## src/rtl/pcm_mixer.sv

```systemverilog
// pcm_mixer: N-channel PCM mixer for the tone generator, RDS and external audio paths.
// Each sample strobe captures all channel inputs. The captured samples are then
// accumulated gain-weighted, one channel per clock, through a single multiplier.
// The sum is rescaled so that a gain of 2^(GAIN_W-1) is unity. It is then
// saturated and presented with a one-cycle valid pulse.
module pcm_mixer #(
    parameter int CHANNELS = 4,
    parameter int DATA_W   = 16,
    parameter int GAIN_W   = 8,
    parameter int OUT_W    = 16
) (
    input  logic                         clk_25m,
    input  logic                         rst_n,
    input  logic                         sample_strobe,
    input  logic [CHANNELS*DATA_W-1:0]   pcm_in,
    input  logic [CHANNELS*GAIN_W-1:0]   gain,
    input  logic [CHANNELS-1:0]          mute,
    output logic signed [OUT_W-1:0]      pcm_out,
    output logic                         pcm_valid,
    output logic                         busy,
    output logic                         clip,
    output logic                         overrun
);

    // Product is signed sample times zero-extended gain. The accumulator adds
    // headroom for summing all channels, so it can never wrap.
    localparam int PROD_W = DATA_W + GAIN_W + 1;
    localparam int ACC_W  = PROD_W + $clog2(CHANNELS);
    localparam int IDX_W  = (CHANNELS > 1) ? $clog2(CHANNELS) : 1;
    // Saturation compare width is wide enough for both the scaled sum and the output range.
    localparam int EXT_W  = ((ACC_W > OUT_W) ? ACC_W : OUT_W) + 1;

    localparam logic [IDX_W-1:0]        LAST_IDX = IDX_W'(CHANNELS - 1);
    localparam logic signed [EXT_W-1:0] SAT_MAX  = EXT_W'((2 ** (OUT_W - 1)) - 1);
    localparam logic signed [EXT_W-1:0] SAT_MIN  = EXT_W'(-(2 ** (OUT_W - 1)));

    typedef enum logic [1:0] {
        IDLE = 2'd0,
        ACC  = 2'd1,
        OUT  = 2'd2
    } state_t;

    state_t                    state_r;
    logic signed [DATA_W-1:0]  pcm_snap_r  [CHANNELS];
    logic [GAIN_W-1:0]         gain_snap_r [CHANNELS];
    logic [CHANNELS-1:0]       mute_snap_r;
    logic [IDX_W-1:0]          idx_r;
    logic signed [ACC_W-1:0]   acc_r;

    logic signed [PROD_W-1:0]  prod_s;
    logic signed [ACC_W-1:0]   term_s;
    logic signed [EXT_W-1:0]   scaled_s;
    logic signed [OUT_W-1:0]   sat_s;
    logic                      sat_hit_s;

    // Weighted term for the current channel, and the rescaled, saturated frame result.
    always_comb begin
        prod_s    = $signed(PROD_W'(pcm_snap_r[idx_r])) *
                    $signed(PROD_W'({1'b0, gain_snap_r[idx_r]}));
        term_s    = '0;
        if (mute_snap_r[idx_r]) begin
            term_s = '0;
        end else begin
            term_s = ACC_W'(prod_s);
        end
        // The arithmetic shift floors toward minus infinity.
        scaled_s  = EXT_W'(acc_r >>> (GAIN_W - 1));
        sat_s     = '0;
        sat_hit_s = 1'b0;
        if (scaled_s > SAT_MAX) begin
            sat_s     = SAT_MAX[OUT_W-1:0];
            sat_hit_s = 1'b1;
        end else if (scaled_s < SAT_MIN) begin
            sat_s     = SAT_MIN[OUT_W-1:0];
            sat_hit_s = 1'b1;
        end else begin
            sat_s     = scaled_s[OUT_W-1:0];
            sat_hit_s = 1'b0;
        end
    end

    // Frame sequencer: snapshot on strobe, accumulate one channel per clock, then emit.
    always_ff @(posedge clk_25m or negedge rst_n) begin
        if (!rst_n) begin
            state_r     <= IDLE;
            idx_r       <= '0;
            acc_r       <= '0;
            mute_snap_r <= '0;
            for (int k = 0; k < CHANNELS; k++) begin
                pcm_snap_r[k]  <= '0;
                gain_snap_r[k] <= '0;
            end
            pcm_out     <= '0;
            pcm_valid   <= 1'b0;
            busy        <= 1'b0;
            clip        <= 1'b0;
            overrun     <= 1'b0;
        end else begin
            pcm_valid <= 1'b0;
            clip      <= 1'b0;
            // A strobe during a frame is dropped. This flag stays set until reset.
            if (sample_strobe && (state_r != IDLE)) begin
                overrun <= 1'b1;
            end
            case (state_r)
                IDLE: begin
                    if (sample_strobe) begin
                        for (int k = 0; k < CHANNELS; k++) begin
                            pcm_snap_r[k]  <= pcm_in[k*DATA_W +: DATA_W];
                            gain_snap_r[k] <= gain[k*GAIN_W +: GAIN_W];
                        end
                        mute_snap_r <= mute;
                        acc_r       <= '0;
                        idx_r       <= '0;
                        busy        <= 1'b1;
                        state_r     <= ACC;
                    end
                end
                ACC: begin
                    acc_r <= acc_r + term_s;
                    if (idx_r == LAST_IDX) begin
                        idx_r   <= '0;
                        state_r <= OUT;
                    end else begin
                        idx_r <= idx_r + IDX_W'(1);
                    end
                end
                OUT: begin
                    pcm_out   <= sat_s;
                    pcm_valid <= 1'b1;
                    clip      <= sat_hit_s;
                    busy      <= 1'b0;
                    state_r   <= IDLE;
                end
                default: begin
                    idx_r   <= '0;
                    busy    <= 1'b0;
                    state_r <= IDLE;
                end
            endcase
        end
    end

endmodule

```

## config.mk

```make
export PLATFORM = sky130hd
export DESIGN_NAME = pcm_mixer
export DESIGN_NICKNAME = d
export VERILOG_FILES = /design/src/rtl/pcm_mixer.sv
export SDC_FILE = /design/constraint.sdc
export NUM_CORES = 1
export LEC_CHECK = 0
export CORE_ASPECT_RATIO = 1.4
export CORE_MARGIN = 3
export CORE_UTILIZATION = 30
export CTS_CLUSTER_DIAMETER = 50
export DETAILED_ROUTE_END_ITERATION = 12
export PLACE_DENSITY = 0.53
export SLEW_MARGIN = 20
export SYNTH_ARGS = -nofsm -noshare
export SYNTH_HDL_FRONTEND = slang
export SYNTH_SLANG_ARGS = --single-unit
```

## constraint.sdc

```tcl
create_clock -name clk_25m -period 19.2 [get_ports clk_25m]
set_input_delay 5.76 -clock clk_25m [delete_from_list [all_inputs] [get_ports clk_25m]]
set_output_delay 5.76 -clock clk_25m [all_outputs]
set_load 0.1 [all_outputs]
```

==> results.toml <==
[setup_path]
worstSetupPathType = "reg -> reg"
crit_arrival_ns = 8.42
max_stage_delay_ns = 0.82
ff2ff_path_depth = 26
r2r_setup_slack_ns = 11.14
crit_fanout = 28
worstSetupEndpointType = "flop"
start_kind = "flop"
crit_top_cell = "fa_1"
slowest_stage = "dfrtp_4"
r2r_start = "idx_r[0]"
worstPathRequired_ns = 19.55
timing.rr.end = "acc_r[26]"

[min_path]
worstHoldStart = "pcm_out[13]"
hold_depth = 2
hold_class = "reg -> reg"
holdPathEnd = "pcm_out[13]"

[sta]
slew_violations = 0
setup_viol = 0
rsz0062_at_grt = "false"
period_needed_ns = 8.06
hold_viol_final = 0
fin_tns_setup_ns = 0
worst_slew_pin_slew_ns = 0.971
min_period_over_period_pct = 42.0
slew_headroom_pct = 35.0
skew_ns = 0.0161
setup_ws_ns = 11.14
fmax_mhz = 124

[finish]
design_area_mm2 = 0.0144
layout_common_cells = "inv_1, dfrtp_1, nand2_1"
fillCellCount = 4050
area_growth_pct = 19.5
final_common_cell = "inv_1"
drive_above_1_share_pct = 14.4
antenna_cells = 0
fin_nets = 1545

[floorplanning]
rows = 86
pin_count = 123
dieArea_mm2 = 0.0427
dieHeight_um = 243
start_util_pct = 30.5
coreArea_mm2 = 0.0396
die_w_um = 176

[logic_synthesis]
ys_seq_area_share_pct = 31.3
syn_avg_cell_area_um2 = 10.5
syn_inst = 1154
ys_seq_elements = 151
async_flop_share_pct = 100
synth_cell_types = 54
yosys_warnings = 0
synth_fp_nets = 1436
netlist_area_mm2 = 0.0121
synth_edf_count = 0
synthFlopType = "dfrtp_1"

[drt]
wire_per_inst_um = 14.7
vias = 8170
post_drt_via_cell_ratio = 4.53
drc = 0
drtAntennaViolNets = 0
drt-initial-drc-count = 199
routed_wl_um = 26500
dr.pass1.iters = 4

[clocking]
clk_pin_slew_ns = 0.07
cts_tree = "done"
cts_buffer_depth = 2
cts_hold_buf = 0
postCtsSetupBuffers = 0
ctsHtreeMaxLevel = 4
cts_made_buffers = 17
clock-sinks = 151
cts-resized-gates = 0
root_buffer = "clkbuf_16"
clk_latency_ns = 0.44

[place]
place_area_mm2 = 0.0139
io_buffers = 122
dp_slack_ns = 10.86
detailed_place_hpwl_um = 20900
routabilityCongestion = 0.811

[global_route]
grt_pass1_vias = 8839
grt-ovfl-total = 0
grt_pass1_wl_um = 44500
grt_max_degree = 93
grt_util_all_layers_pct = 12.9
antenna_found_initial = 0

[run_status]
outcome = "complete, no violations"

[run]
cap_violations = 0
cells in the mapped netlist (5+ instances only):
cell type,n,area (µm²)
a211oi_1,6,45.0
a21o_1,15,113
a21oi_1,35,175
a22o_1,7,61.3
a31oi_1,7,43.8
and2_1,63,394
clkbuf_1,32,120
dfrtp_1,151,3780
fa_1,103,2060
ha_1,76,951
inv_1,174,653
mux2_2,100,1130
mux4_2,25,563
nand2_1,132,495
nand2b_1,9,56.3
nand3_1,5,25.0
nor2_1,38,143
nor2b_1,11,68.8
nor3_1,7,35.0
o21ai_0,50,250
o21ai_2,5,43.8
o21bai_1,6,45.0
xnor2_1,22,193
xor2_1,20,175
cells by family after synthesis:
logic type / count (synthesis) / synth area share (%)
adder cells (fa/ha/maj): 180 / 25.1
multiplexers: 125 / 14.0
flip-flops: 151 / 31.3
AND/OR/NAND/NOR: 283 / 11.1
buffers and inverters: 210 / 6.55
AO/OA/AOI/OAI: 163 / 8.91
XOR/XNOR: 42 / 3.05
critical path: cells and delay by family, from the launching register on:
family,cells,cell delay [ns]
and+or+nand+nor,4,1.14
muxes,1,0.75
adders and majority gates,6,2.53
DFF,1,0.82
buffers and inverters,3,0.17
AOI/OAI and AO/OA,12,2.54
final cells by class:
class | instances | area (µm²) | share of cell area (%)
inverter | 174 | 653 | 4.53
clock buffer | 19 | 443 | 3.07
multi-input combinational | 793 | 7510 | 52.1
timing repair buffer | 126 | 1250 | 8.69
tap | 528 | 661 | 4.58
sequential | 151 | 3780 | 26.2
clock inverter | 13 | 114 | 0.790
routing by layer:
layer  track usage [%]  routed length (µm)
met1              16.7               12200
met2              22.2               13100
met3              1.73                 760
met4              4.45                 435
met5                 0                   0
stage by stage:
stage          utilization, %  hold slack, ns  std cells
4_1_cts                  36.4           0.475       1804
6_report                 36.4           0.467       1804
3_5_place_dp             35.0           0.459       1772
2_1_floorplan               -           0.456       1154
3_3_place_gp             35.0           0.452       1772
5_1_grt                  36.4           0.488       1804
worst max path at each step:
stage	depth (start not counted)	from	to	slack, ns
after floorplan	29	idx_r[0]	acc_r[26]	11.45
after global placement	5	sample_strobe	mute_snap_r[0]	10.93
after detailed placement	5	sample_strobe	mute_snap_r[0]	10.86
after CTS	26	idx_r[0]	acc_r[26]	10.82
after global routing	26	idx_r[0]	acc_r[26]	10.66
final	26	idx_r[0]	acc_r[26]	11.14
registers in the layout, indices dropped and copies added, names as in the netlist:
signal,count
clip,1
gain_snap_r,32
overrun,1
state_r,2
pcm_valid,1
busy,1
pcm_out,16
idx_r,2
acc_r,27
pcm_snap_r,64
mute_snap_r,4
Power is not shown: default switching activity piles up to over one toggle a cycle in this logic, so the estimate is an artifact.
